**config.mk**
```make
export PLATFORM = sky130hd
export DESIGN_NAME = mul_div_unit_flat
export DESIGN_NICKNAME = d
export VERILOG_FILES = /design/src/rtl/mul_div_unit_if.sv /design/src/rtl/mul_div_unit.sv /design/src/flat_wrapper.sv
export SDC_FILE = /design/constraint.sdc
export NUM_CORES = 1
export LEC_CHECK = 0
export CAP_MARGIN = 20
export CORE_MARGIN = 2
export CORE_UTILIZATION = 45
export DETAILED_ROUTE_END_ITERATION = 6
export PLACE_DENSITY_LB_ADDON = 0.12
export SYNTH_ARGS = -nofsm -noshare
export SYNTH_HDL_FRONTEND = slang
export SYNTH_SLANG_ARGS = --single-unit
```
**constraint.sdc**
```tcl
create_clock -name clk -period 10.4 [get_ports clk]
set_input_delay 1.56 -clock clk [delete_from_list [all_inputs] [get_ports clk]]
set_output_delay 1.56 -clock clk [all_outputs]
set_load 0.005 [all_outputs]
```
**src/rtl/mul_div_unit_if.sv**
```systemverilog
// Request/result bundle for the iterative signed multiply/divide unit.
interface mul_div_unit_if #(
    parameter int WIDTH = 32
);
    logic             start;
    logic             op;
    logic [WIDTH-1:0] a;
    logic [WIDTH-1:0] b;
    logic             busy;
    logic             done;
    logic [WIDTH-1:0] z_hi;
    logic [WIDTH-1:0] z_lo;
    logic             div_zero;

    modport master (
        output start, op, a, b,
        input  busy, done, z_hi, z_lo, div_zero
    );

    modport slave (
        input  start, op, a, b,
        output busy, done, z_hi, z_lo, div_zero
    );
endinterface

```
**src/rtl/mul_div_unit.sv**
```systemverilog
// Iterative signed multiply (radix-2 Booth) / signed divide (non-restoring on
// magnitudes), one iteration per clock, WIDTH iterations per operation.
module mul_div_unit #(
    parameter int WIDTH = 32
) (
    input logic           clk,
    input logic           clr,
    mul_div_unit_if.slave bus
);
    localparam int CW = $clog2(WIDTH) + 1;
    localparam int HW = WIDTH + 2;
    localparam logic [CW-1:0] LAST = CW'(WIDTH - 1);

    typedef enum logic [1:0] {IDLE, RUN, DONE} state_t;

    state_t           state_q, state_d;
    logic [CW-1:0]    iterCnt_q, iterCnt_d;
    logic [HW-1:0]    hiAcc_q, hiAcc_d;
    logic [WIDTH-1:0] loAcc_q, loAcc_d;
    logic             booth_q, booth_d;
    logic [WIDTH-1:0] opnd_q, opnd_d;
    logic [WIDTH-1:0] aRaw_q, aRaw_d;
    logic             op_q, op_d;
    logic             quotNeg_q, quotNeg_d;
    logic             remNeg_q, remNeg_d;
    logic [WIDTH-1:0] zHi_q, zHi_d;
    logic [WIDTH-1:0] zLo_q, zLo_d;
    logic             divZero_q, divZero_d;

    logic [WIDTH-1:0] aMag, bMag;
    logic [HW-1:0]    opndExt;
    logic [HW-1:0]    mulSum, mulHi, divShift, divR, divRFix;
    logic [WIDTH-1:0] mulLo, divLo, quotSigned, remSigned;

    // One iteration step of each algorithm plus final sign fix-up of the divide.
    always_comb begin
        aMag     = bus.a[WIDTH-1] ? -bus.a : bus.a;
        bMag     = bus.b[WIDTH-1] ? -bus.b : bus.b;
        opndExt  = op_q ? {2'b00, opnd_q} : {{2{opnd_q[WIDTH-1]}}, opnd_q};
        mulSum   = hiAcc_q;
        case ({loAcc_q[0], booth_q})
            2'b01:   mulSum = hiAcc_q + opndExt;
            2'b10:   mulSum = hiAcc_q - opndExt;
            default: mulSum = hiAcc_q;
        endcase
        mulHi    = {mulSum[HW-1], mulSum[HW-1:1]};
        mulLo    = {mulSum[0], loAcc_q[WIDTH-1:1]};
        divShift = {hiAcc_q[HW-2:0], loAcc_q[WIDTH-1]};
        divR     = hiAcc_q[HW-1] ? divShift + opndExt : divShift - opndExt;
        divLo    = {loAcc_q[WIDTH-2:0], ~divR[HW-1]};
        divRFix  = divR[HW-1] ? divR + opndExt : divR;
        quotSigned = quotNeg_q ? -divLo : divLo;
        remSigned  = remNeg_q ? -divRFix[WIDTH-1:0] : divRFix[WIDTH-1:0];
    end

    // Next-state and datapath update; a divide by zero uses its single RUN
    // cycle only to land DONE on the edge after the start edge, with no iteration.
    always_comb begin
        state_d   = state_q;
        iterCnt_d = iterCnt_q;
        hiAcc_d   = hiAcc_q;
        loAcc_d   = loAcc_q;
        booth_d   = booth_q;
        opnd_d    = opnd_q;
        aRaw_d    = aRaw_q;
        op_d      = op_q;
        quotNeg_d = quotNeg_q;
        remNeg_d  = remNeg_q;
        zHi_d     = zHi_q;
        zLo_d     = zLo_q;
        divZero_d = divZero_q;
        case (state_q)
            IDLE: begin
                if (bus.start) begin
                    state_d   = RUN;
                    iterCnt_d = '0;
                    hiAcc_d   = '0;
                    booth_d   = 1'b0;
                    op_d      = bus.op;
                    aRaw_d    = bus.a;
                    quotNeg_d = bus.a[WIDTH-1] ^ bus.b[WIDTH-1];
                    remNeg_d  = bus.a[WIDTH-1];
                    if (bus.op) begin
                        loAcc_d = aMag;
                        opnd_d  = bMag;
                    end else begin
                        loAcc_d = bus.b;
                        opnd_d  = bus.a;
                    end
                end
            end
            RUN: begin
                if (op_q && (opnd_q == '0)) begin
                    state_d   = DONE;
                    zHi_d     = aRaw_q;
                    zLo_d     = '1;
                    divZero_d = 1'b1;
                end else begin
                    iterCnt_d = iterCnt_q + CW'(1);
                    if (op_q) begin
                        hiAcc_d = divR;
                        loAcc_d = divLo;
                    end else begin
                        hiAcc_d = mulHi;
                        loAcc_d = mulLo;
                        booth_d = loAcc_q[0];
                    end
                    if (iterCnt_q == LAST) begin
                        state_d   = DONE;
                        divZero_d = 1'b0;
                        zHi_d     = op_q ? remSigned : mulHi[WIDTH-1:0];
                        zLo_d     = op_q ? quotSigned : mulLo;
                    end
                end
            end
            DONE:    state_d = IDLE;
            default: state_d = IDLE;
        endcase
    end

    // State and datapath registers, cleared asynchronously while clr is low.
    always_ff @(posedge clk or negedge clr) begin
        if (!clr) begin
            state_q   <= IDLE;
            iterCnt_q <= '0;
            hiAcc_q   <= '0;
            loAcc_q   <= '0;
            booth_q   <= 1'b0;
            opnd_q    <= '0;
            aRaw_q    <= '0;
            op_q      <= 1'b0;
            quotNeg_q <= 1'b0;
            remNeg_q  <= 1'b0;
            zHi_q     <= '0;
            zLo_q     <= '0;
            divZero_q <= 1'b0;
        end else begin
            state_q   <= state_d;
            iterCnt_q <= iterCnt_d;
            hiAcc_q   <= hiAcc_d;
            loAcc_q   <= loAcc_d;
            booth_q   <= booth_d;
            opnd_q    <= opnd_d;
            aRaw_q    <= aRaw_d;
            op_q      <= op_d;
            quotNeg_q <= quotNeg_d;
            remNeg_q  <= remNeg_d;
            zHi_q     <= zHi_d;
            zLo_q     <= zLo_d;
            divZero_q <= divZero_d;
        end
    end

    assign bus.busy     = (state_q == RUN);
    assign bus.done     = (state_q == DONE);
    assign bus.z_hi     = zHi_q;
    assign bus.z_lo     = zLo_q;
    assign bus.div_zero = divZero_q;
endmodule

```
**src/flat_wrapper.sv**
```systemverilog
// flat-port wrapper written by rule: the top's interface ports become plain ports
module mul_div_unit_flat 
#(
    parameter int WIDTH = 32
)
  (clk, clr, bus_start, bus_op, bus_a, bus_b, bus_busy, bus_done, bus_z_hi, bus_z_lo, bus_div_zero);
  mul_div_unit_if #(.WIDTH(WIDTH)) bus_i ();
  input logic clk;
  input logic clr;
  input wire logic [$bits(bus_i.start)-1:0] bus_start;
  input wire logic [$bits(bus_i.op)-1:0] bus_op;
  input wire logic [$bits(bus_i.a)-1:0] bus_a;
  input wire logic [$bits(bus_i.b)-1:0] bus_b;
  output wire logic [$bits(bus_i.busy)-1:0] bus_busy;
  output wire logic [$bits(bus_i.done)-1:0] bus_done;
  output wire logic [$bits(bus_i.z_hi)-1:0] bus_z_hi;
  output wire logic [$bits(bus_i.z_lo)-1:0] bus_z_lo;
  output wire logic [$bits(bus_i.div_zero)-1:0] bus_div_zero;
  assign bus_i.start = bus_start;
  assign bus_i.op = bus_op;
  assign bus_i.a = bus_a;
  assign bus_i.b = bus_b;
  assign bus_busy = bus_i.busy;
  assign bus_done = bus_i.done;
  assign bus_z_hi = bus_i.z_hi;
  assign bus_z_lo = bus_i.z_lo;
  assign bus_div_zero = bus_i.div_zero;
  mul_div_unit #(.WIDTH(WIDTH)) u_core (.clk(clk), .clr(clr), .bus(bus_i));
endmodule
```
==> results of run 1 <==
==> sequential cells by signal (all words and copies together), names as in the netlist <==
register             flops
u_core.bus.div_zero      1
u_core.aRaw_q           32
u_core.hiAcc_q          34
u_core.state_q           2
u_core.bus.z_hi         32
u_core.loAcc_q          32
u_core.opnd_q           32
u_core.quotNeg_q         1
u_core.booth_q           1
u_core.op_q              1
u_core.bus.z_lo         32
u_core.iterCnt_q         6
==> cells by family (layout without fill, tap and decap cells) <==
| family | count (synthesis) | in the layout | synth area share (%) |
|---|---|---|---|
| buf+inv | 229 | 280 | 4.34 |
| mux | 84 | 84 | 4.36 |
| simple gates | 866 | 866 | 20.0 |
| xor+xnor | 227 | 227 | 9.89 |
| compound gates | 874 | 874 | 28.7 |
| flops | 206 | 206 | 25.6 |
| fa+ha+maj | 112 | 112 | 7.08 |
==> final timing paths <==
kind / end / slack (ns) / cells after the start
max: u_core.bus.z_hi[24] / 1.44 / 31
min: u_core.aRaw_q[17] / 0.47 / 2
max reg2reg: u_core.bus.z_hi[24] / 1.44 / 31
min reg2reg: u_core.aRaw_q[17] / 0.47 / 2
max in group asynchronous: u_core.opnd_q[22] / 7.88 / 2
min in group asynchronous: u_core.hiAcc_q[32] / 1.02 / 1
==> per-layer routing <==
metal | GRT usage, % | vias up | routed length, um
met5 | 0.729 | - | 45
met4 | 12.9 | 2 | 3340
met3 | 6.06 | 163 | 7870
met2 | 52.5 | 1125 | 35500
met1 | 48.9 | 10200 | 35300
li1 | - | 9588 | -
==> stage by stage <==
| stage | worst slack [ns] | util (%) | cells | area (sq um) | hold slack (ns) |
|---|---|---|---|---|---|
| 2_1_floorplan | 3.32 | - | 2598 | 20100 | 0.440 |
| 3_3_place_gp | 1.78 | 49.5 | 3194 | 21800 | 0.458 |
| 3_5_place_dp | 1.66 | 49.5 | 3194 | 21800 | 0.464 |
| 4_1_cts | 1.61 | 51.3 | 3238 | 22600 | 0.479 |
| 5_1_grt | 0.917 | 51.4 | 3241 | 22700 | 0.489 |
| 6_report | 1.44 | 51.4 | 3241 | 22700 | 0.474 |
==> cells in the final DEF (no fill, tap or decap), types with 47 or more instances in the layout <==
| cell | count |
|---|---|
| xor2_1 | 139 |
| ha_1 | 108 |
| nor2_1 | 207 |
| xnor2_1 | 88 |
| a21oi_1 | 172 |
| o21ai_0 | 242 |
| o211ai_1 | 52 |
| clkdlybuf4s50_1 | 132 |
| nand2_1 | 359 |
| mux2i_1 | 73 |
| o31ai_1 | 47 |
| inv_1 | 69 |
| nand3_1 | 54 |
| a21o_1 | 52 |
| dfrtp_1 | 205 |
==> critical path: cells and delay by family (launching register included) <==
kind                     cells  cell delay, ns
adder cells (fa/ha/maj)      3            0.76
AND/OR/NAND/NOR             13            4.64
flip-flops                   1            0.43
XOR/XNOR                     3            0.53
buffers and inverters        4            0.46
AO/OA/AOI/OAI                8            2.03
==> cell type report <==
class / count / area [sq um] / area share (%)
Multi-Input combinational cell: 2163 / 14100 / 62.3
Tap cell: 592 / 741 / 3.27
Clock inverter: 13 / 114 / 0.502
Inverter: 72 / 270 / 1.19
Sequential cell: 206 / 5160 / 22.7
Timing Repair Buffer: 164 / 1610 / 7.08
Clock buffer: 31 / 667 / 2.94
==> results_dict.tcl, run 1 <==
set metrics [dict create \
    grt_pass1_vias 19800 \
    io_pins 135 \
    fp.dieW_um 215 \
    synth_top_cell_area_share_pct 25.6 \
    ant_nets 0 \
    grt_overflow 0 \
    die_h_um 215 \
    arrival_ns 9.39 \
    root_buffer "clkbuf_16" \
    routed_via_density 6.49 \
    clk_pin_slew_ns 0.07 \
    ys_async_sr_fraction_pct 100 \
    synth_most_common_cell "nand2_1" \
    drt_wl_total_mm 82.1 \
    rsz0062_at_grt "false" \
    h-tree-depth 1 \
    startpoint "u_core.opnd_q[1]" \
    cts.sinks 206 \
    setup-tns-final_ns 0 \
    synthFlopType "dfrtp_1" \
    numCtsBuffers 24 \
    antenna_cells 0 \
    crit_type "reg2reg" \
    hp-class "reg2reg" \
    worst_pin_slew_ns 1.16 \
    final_nets 2811 \
    skew_ns 0.0269 \
    hold_violations 0 \
    antenna_found_initial 0 \
    required_ns 10.83 \
    ys_ff_latch 206 \
    grt_usage_pct 34.5 \
    critPathLaunchType "register" \
    grt_max_degree 127 \
    clk_latency_ns 0.56 \
    drc 0 \
    ctsHoldBuffers 0 \
    nFillCells 4377 \
    synth_cell_type_count 91 \
    cts_setup_buffers 0 \
    clockBufferDepth 3 \
    synth-edff-count 0 \
    core_sq_mm 0.0441 \
    synth.largest_area_cell "dfrtp_1" \
    drtIter0Drc 2285 \
    die_area_sq_mm 0.0464 \
    syn_avg_cell_area_sq_um 7.74 \
    drive_above_1_share_pct 5.25 \
    fin_crit_sh_pct 86.2 \
    start_util_pct 45.6 \
    r2r-start "u_core.opnd_q[1]" \
    vias 21000 \
    hold_path_startpoint "u_core.aRaw_q[17]" \
    setup_viol 0 \
    synthCells 2598 \
    relSlewSlack_pct 22.2 \
    cts_tree "done" \
    critPathMaxFanout 6 \
    cp-end-kind "register" \
    yosysSeqAreaShare_pct 25.6 \
    fmax_mhz 112 \
    cpPeakStageDelay_ns 0.91 \
    synth_area_sq_mm 0.0201 \
    yosysWarnings 0 \
    grt_pass1_wl_mm 123 \
    drv_cap 0 \
    period_minus_slack_ns 8.96 \
    gp_congestion 0.974 \
    drt-pass1-iter-count 6 \
    portBuffers 134 \
    hpwlAfterDp_mm 62.4 \
    wl_per_cell_um 25.3 \
    synthTopCellsByArea "dfrtp_1 (26%), ha_1 (6.8%), nand2_1 (6.7%)" \
    rows 77 \
    outcome "complete, no violations" \
    mappedNetlistNets 2778 \
    slew_violations 0 \
    critPathSlowestCell "nor4_1" \
    syn_to_final_growth_pct 12.8 \
    synthTopCellsByCount "nand2_1 (360), o21ai_0 (242), nor2_1 (209), dfrtp_1 (206), a21oi_1 (172)" \
    cts_resized 0 \
]
Power of run 1 is left out: the tool's default activity adds up to more than one toggle a clock period on the data nets, which glitch-free logic cannot reach.
==> run 2, diff against run 1 <==
- TNS_END_PERCENT: default -> 30
==> results of run 2 <==
The final DEF is identical to that of run 1; final timing and power are the same.
Power of run 2 is left out for the same reason.
